[config.mk]
export PLATFORM = sky130hd
export DESIGN_NAME = key_event_arbiter
export DESIGN_NICKNAME = d
export VERILOG_FILES = /design/src/rtl/key_event_arbiter.sv
export SDC_FILE = /design/constraint.sdc
export NUM_CORES = 1
export LEC_CHECK = 0
export BUFFER_PORTS_ARGS = -buffer_cell sky130_fd_sc_hd__buf_2
export CAP_MARGIN = 20
export CORE_UTILIZATION = 60
export CTS_CLUSTER_DIAMETER = 100
export CTS_CLUSTER_SIZE = 12
export DETAILED_ROUTE_END_ITERATION = 6
export PLACE_DENSITY_LB_ADDON = 0.2
export SKIP_CTS_REPAIR_TIMING = 1
export SLEW_MARGIN = 20
export SYNTH_ARGS = -nofsm -noshare
export SYNTH_HDL_FRONTEND = slang
export SYNTH_SLANG_ARGS = --single-unit
[constraint.sdc]
create_clock -name CLOCK -period 5.6 [get_ports CLOCK]
set_input_delay 1.12 -clock CLOCK [delete_from_list [all_inputs] [get_ports CLOCK]]
set_output_delay 1.12 -clock CLOCK [all_outputs]
set_load 0.02 [all_outputs]
[src/rtl/key_event_arbiter.sv]
// key_event_arbiter
// Collects single-cycle key events from four debouncers (short/long per key),
// arbitrates pending events round-robin and queues them in a small FIFO for
// a downstream consumer.
// Optional feature: define KEY_EVENT_OVF_EN to get a sticky lost-event flag
// on oOverflow; without it oOverflow is tied low and lost events are silent.

module key_event_arbiter #(
    parameter int DEPTH = 4,
    parameter int CW    = 3
) (
    input  logic          CLOCK,
    input  logic          RESET,
    input  logic [7:0]    iTrig,
    input  logic          iAck,
    output logic          oValid,
    output logic [2:0]    oCode,
    output logic [CW-1:0] oCount,
    output logic          oOverflow
);

    localparam int AW = $clog2(DEPTH);

    logic [7:0]    pending;
    logic [2:0]    lastGrant;
    logic [AW-1:0] wrPtr;
    logic [AW-1:0] rdPtr;
    logic [CW-1:0] count;
    logic [2:0]    fifoMem [DEPTH];

    logic          fifoFull;
    logic          push;
    logic          pop;
    logic          grantValid;
    logic [2:0]    grantIdx;
    logic [2:0]    searchIdx;
    logic [7:0]    grantMask;
    logic [2:0]    grantCode;

    // Full is judged on the current count only; a same-cycle pop does not free a slot.
    assign fifoFull  = (count == CW'(DEPTH));
    assign push      = grantValid;
    assign pop       = oValid & iAck;
    // Index 2k is a long press (type 1), index 2k+1 a short click (type 0).
    assign grantCode = {grantIdx[2:1], ~grantIdx[0]};

    // Round-robin search starting just after the last granted index, wrapping through all eight.
    always_comb begin
        grantValid = 1'b0;
        grantIdx   = lastGrant;
        searchIdx  = lastGrant;
        if (!fifoFull) begin
            for (int k = 1; k <= 8; k++) begin
                searchIdx = lastGrant + 3'(k);
                if (!grantValid && pending[searchIdx]) begin
                    grantValid = 1'b1;
                    grantIdx   = searchIdx;
                end
            end
        end
    end

    // One-hot mask of the bit being granted this cycle.
    always_comb begin
        grantMask = '0;
        if (grantValid) begin
            grantMask[grantIdx] = 1'b1;
        end
    end

    // Pending bits, arbiter pointer and FIFO bookkeeping.
    always_ff @(posedge CLOCK or negedge RESET) begin
        if (!RESET) begin
            pending   <= '0;
            lastGrant <= 3'd7;
            wrPtr     <= '0;
            rdPtr     <= '0;
            count     <= '0;
        end else begin
            pending <= (pending & ~grantMask) | iTrig;
            if (grantValid) begin
                lastGrant <= grantIdx;
            end
            if (push) begin
                wrPtr <= wrPtr + 1'b1;
            end
            if (pop) begin
                rdPtr <= rdPtr + 1'b1;
            end
            case ({push, pop})
                2'b10:   count <= count + CW'(1);
                2'b01:   count <= count - CW'(1);
                default: count <= count;
            endcase
        end
    end

    // FIFO storage; contents need no reset because oValid gates the head.
    always_ff @(posedge CLOCK) begin
        if (push) begin
            fifoMem[wrPtr] <= grantCode;
        end
    end

    assign oValid = (count != '0);
    assign oCode  = oValid ? fifoMem[rdPtr] : 3'b000;
    assign oCount = count;

`ifdef KEY_EVENT_OVF_EN
    logic overflowFlag;
    logic lostEvent;

    // A pulse on a bit that is still pending and not being granted is lost.
    assign lostEvent = |(iTrig & pending & ~grantMask);

    // Sticky lost-event flag, cleared only by reset.
    always_ff @(posedge CLOCK or negedge RESET) begin
        if (!RESET) begin
            overflowFlag <= 1'b0;
        end else if (lostEvent) begin
            overflowFlag <= 1'b1;
        end
    end

    assign oOverflow = overflowFlag;
`else
    assign oOverflow = 1'b0;
`endif

endmodule
**Word level (Yosys, flattened, before mapping)**

Memory sizes are Yosys's and may differ from the RTL's.
Cells that the tools add are included.

- RAM bits: 12
- Memories: 1
- Word-level logic and storage cells: 100
- Input bits: 11
- Bits in registers: 18
- Output and inout bits: 8

- $lt $le $gt $ge: 10
- Bitwise gates (word level): 5
- Reductions and logical operators: 17
- Multiplexer cells: 48
- $add $sub $neg: 11
- Equal/unequal tests: 3

Memories:

| memory | depth | width | rd ports | clocked after Yosys merged registers in | wr ports | line | text |
|---|---|---|---|---|---|---|---|
| fifoMem | 4 | 3 | 1 | 0 | 1 | 29 | `logic [2:0] fifoMem [DEPTH];` |

Operators with widths:

| cell | number |
|---|---|
| 3-bit by 4-bit less-than comparator with 1-bit output, second input constant | 9 |
| 3-bit two-way mux | 10 |
| 1-bit two-way mux | 27 |
| 1-bit binary-select mux with 3-bit select | 8 |
| 3-bit adder, second input constant | 4 |
| 8-bit AND | 1 |
| 1-bit logical AND | 8 |
| 8-bit two-way mux | 1 |
| 8-bit inverter | 1 |
| 8-bit OR | 1 |
| 1-bit zero test | 7 |
| 3-bit by 1-bit adder with 3-bit output, second input constant | 2 |
| 3-bit by 2-bit adder with 3-bit output, second input constant | 2 |
| 3-bit one-hot mux with 2 select lines | 1 |
| 2-bit by 1-bit adder with 2-bit output, second input constant | 2 |
| 1-bit demux with 3-bit select | 1 |
| 3-bit == test, second input constant | 1 |
| 3-bit by 1-bit greater-or-equal comparator with 1-bit output, second input constant | 1 |
| 3-bit nonzero test | 1 |
| 3-bit by 1-bit subtractor with 3-bit output, second input constant | 1 |
| 2-bit by 1-bit == test with 1-bit output, second input constant | 1 |
| 2-bit == test, second input constant | 1 |
| 2-bit nonzero test | 1 |
| 1-bit AND | 1 |
| 1-bit inverter | 1 |

**Longest topological paths before layout**

- Word-level depth: 41
- Mapped depth: 16
- Depth with buffers taken out: 13

**Worst setup path before layout**

OpenSTA, ideal clock, no wires.

- Kind: register -> register
- From: reg lastGrant[1]
- To: reg pending[0]
- Arrival: 4201 ps
- Setup slack: 1263 ps
- Buffers on the path: 3
- Clock period less this slack: 4337 ps
- Data required time: 5464 ps
- Setup time: 136 ps
- Cell stages (with the launch flop): 14
- Cells stage by stage: dfstp_2 > clkbuf_1 > clkbuf_1 > inv_1 > ha_1 > buf_2 > mux4_2 > mux2_2 > or4_4 > o41ai_4 > or4_1 > o211ai_2 > nor3_1 > a21oi_1

- Longest elaborated chain between the ends: 41
- Elaborated cells on any way between the ends: 71
- Classes of those cells: 7 x add/sub; 2 x order compare; 44 x mux; 3 x bitwise; 15 x reduce/logical

Ends and longest elaborated chain:

| item | line | text |
|---|---|---|
| start, declared | 25 | `logic [2:0] lastGrant;` |
| start signal, assigned | 82 | `lastGrant <= grantIdx;` |
| 3-bit by 1-bit adder with 3-bit output | 54 | `searchIdx = lastGrant + 3'(k);` |
| 1-bit binary-select mux with 3-bit select | 55 | `if (!grantValid && pending[searchIdx]) begin` |
| 1-bit two-way mux (not written as such) | 55 |  |
| 1-bit two-way mux | 55 |  |
| 1-bit two-way mux | 52 | `if (!fifoFull) begin` |
| 1-bit zero test | 55 |  |
| 1-bit logical AND | 55 |  |
| 1-bit two-way mux | 55 |  |
| [... 25 more ...] | -- |  |
| named net grantCode[2] | 38 | `logic [2:0] grantCode;` |
| 3-bit by 4-bit less-than comparator with 1-bit output (not written as such) / 3-bit by 1-bit greater-or-equal comparator with 1-bit output (equally long branches) | 67 | `grantMask[grantIdx] = 1'b1;` |
| 1-bit logical AND (not written as such) | 67 |  |
| 1-bit two-way mux (not written as such) | 67 |  |
| 1-bit demux with 3-bit select * | 67 |  |
| 8-bit two-way mux * | 66 | `if (grantValid) begin` |
| 8-bit inverter * | 80 | `pending <= (pending & ~grantMask) \| iTrig;` |
| 8-bit AND * | 80 |  |
| 8-bit OR * | 80 |  |
| end signal, assigned | 80 |  |
| end, declared | 24 | `logic [7:0] pending;` |

Mark *: on every way through the listed nets, which the timed path passes. The rest lies on a longest branch. The select of a mux whose other input is x is not followed.
A chain may end at the register's enable or synchronous reset.

**Final worst setup path**

- From: reg lastGrant[1]
- To: reg pending[2]

The elaborated chain is that of the path after synthesis.

==> reports/metrics.yaml <==
sta:
  hold_viol: 0
  finalMaxSlewViolations: 0
  skew_ps: 10.4
  rsz0062_at_grt: "no"
  max_slew_margin_pct: 63.1
  min_period_ps: 4560
  fin_tns_setup_ps: 0
  holdWs_ps: 515
  setup_viol: 0
  fin_crit_sh_pct: 81.5
  worstMarginPinSlew_ps: 552
  fmax_mhz: 219
yosys:
  yosysWarnings: 0
  seq_area_frac_synth_pct: 37.1
  ys.flop_type: "dfrtp_1"
  syn-cell-area_um2: 2190
  synthesis.instances: 198
  synth_edf_count: 12
  synth_nets: 217
  synth.distinct_cells: 54
  synth_area_leader_cell: "dfrtp_1"
  avgSynthCellArea_um2: 11.1
  synth_top_area_share_pct: 17.1
  async_reset_ff_share_pct: 60.0
  netlist_top_cells_area: "dfrtp_1 17%, edfxtp_1 16%, mux4_2 15%"
  ys_seq_elements: 30
clock_network:
  cts_buffers: 5
  h-tree-depth: 2
  cts_tree: "built"
  clockBufferDepth: 2
  cts.sink_count: 30
  clk_latency_ps: 330
  clk_pin_slew_ps: 100
  cts-root-buf: "clkbuf_4"
global_routing:
  grt_use_total_pct: 28.4
  grt_pass1_wl_mm: 8.37
  grt_max_degree: 22
  grt_pass1_vias: 1624
  grt_antenna_before_repair: 0
  grt-ovfl-total: 0
finish:
  area_growth_pct: 9.13
  layout-drive-gt1-share_pct: 24.2
  nFillCells: 252
  diodes: 0
  final_nets: 233
setup_path:
  worstSetupStartpointType: "register"
  cpLargestDelayFamily: "simple AND/OR/NAND/NOR gates"
  cp.required_ps: 5810
  end_kind: "register"
  cp_num_buf_inv: 1
  crit_path_top_delay_cell: "dfstp_2"
  cp_cell_sequence: "inv_1, ha_1, mux4_2, mux2_2, or4_4, o41ai_4, or4_1, o211ai_2, nor3_1, a21oi_1"
  crit_type: "register to register"
  cp_slowest_stage_delay_ps: 820
  r2r-start: "lastGrant[1]"
  crit_path_max_fanout: 21
  startpoint: "lastGrant[1]"
  crit_arrival_ps: 4770
hold_path:
  min_from: "oCount[2]"
  hold_class: "register to register"
floorplan:
  num_io_pins: 19
  num_rows: 21
  dieArea_um2: 3900
  die_h_um: 62.5
  core_region_area_um2: 3420
  initial_core_util_pct: 64.2
  fp.dieW_um: 62.5
route:
  drc: 0
  num_vias: 1748
  antenna_left: 0
  drtPass1Iterations: 7
  finalWirelength_mm: 5.16
  avgRoutedWirePerCell_um: 19.8
  avgViaCountPerCell: 6.70
  first_iter_violations: 158
placed_design:
  gp_congestion: 0.934
  dp_hpwl_mm: 3.65
  portBuffers: 17
status:
  status: "complete, no violations"
flow_run:
  max_cap_viol_count: 0
## metal layers
layer	wire length, um	vias up	part of all wire, %	GRT usage, %
met5	0	-	0	0
met4	68	0	1.3	7.56
met3	369	10	7.1	5.29
met2	2650	91	51	47.8
met1	2080	873	40	37.8
li1	-	774	-	-
## sequential cells by signal, indices dropped and copies added (netlist names)
| name | flops |
|---|---|
| lastGrant | 3 |
| rdPtr | 2 |
| pending | 8 |
| fifoMem | 12 |
| wrPtr | 2 |
| oCount | 3 |
## metrics by stage
step                setup slack, ps  instance area, um2  std cells  utilization (%)
floorplan                      1260                2190        198                -
global placement               1400                2290        253             67.1
detailed placement             1190                2290        253             67.1
CTS                            1080                2390        261             70.1
global route                    855                2390        261             70.1
finish                         1040                2390        261             70.1
## cell families (layout without fill, tap and decap cells)
logic type	Yosys count	in the layout	synth area share (%)
adders and majority gates	8	8	4.91
and+or+nand+nor	58	58	13.4
muxes	28	28	21.6
xor gates and xnor gates	11	11	4.39
DFF	30	30	37.1
other	1	1	0.171
buffers and inverters	22	39	4.39
AOI/OAI and AO/OA	40	40	14.0
## cell type report
type	instances	area (um2)	area share, %
Clock inverter	3	63.8	2.67
Inverter	14	52.6	2.20
Tap cell	46	57.6	2.40
Clock buffer	5	37.5	1.57
Sequential cell	30	815	34.0
Timing Repair Buffer	17	85.1	3.55
Multi-Input combinational cell	146	1280	53.6
## worst paths after layout
check	slack, ps	cells past startpoint	end
max	1040	10	pending[2]
min	520	1	oCount[2]
max reg2reg	1040	10	pending[2]
min reg2reg	520	1	oCount[2]
max in group asynchronous	4550	1	lastGrant[0]
min in group asynchronous	710	1	wrPtr[0]
## layout by cell type, fill, tap and decap left out, types with 2 or more instances in the layout
master / instances
mux2_2: 4
buf_2: 17
o21a_1: 2
nand3_1: 3
nor2b_1: 2
xor2_1: 4
nor3_1: 4
or4_1: 2
o221ai_1: 2
clkinv_1: 2
o21ai_0: 2
xnor2_1: 7
o22ai_1: 2
a21oi_1: 9
mux2i_1: 8
o211ai_1: 2
o21ai_1: 2
clkbuf_4: 5
or3_1: 2
a211o_1: 2
dfrtp_1: 15
nand2_1: 11
dfstp_2: 3
mux4_2: 15
edfxtp_1: 12
and2_1: 9
a31oi_1: 6
nor2_1: 18
ha_1: 7
inv_1: 12
bufinv_16: 2
## cells in the mapped netlist, types with 3 or more instances
master / number
nor2_1: 18
dfrtp_1: 15
mux4_2: 15
edfxtp_1: 12
inv_1: 12
nand2_1: 11
a21oi_1: 9
and2_1: 9
mux2i_1: 8
ha_1: 7
xnor2_1: 7
a31oi_1: 6
clkbuf_1: 4
mux2_2: 4
nor3_1: 4
xor2_1: 4
dfstp_2: 3
nand3_1: 3
## worst register-to-register path: stages (launching register included)
cell and delay, ps:
dfstp_2 820, inv_1 180, ha_1 540, mux4_2 620, mux2_2 340, or4_4 540, o41ai_4 470, or4_1 220
o211ai_2 260, nor3_1 330, a21oi_1 120
Power is left out: the tool's default activity adds up to more than one toggle a clock period on the data nets, which glitch-free logic cannot reach.
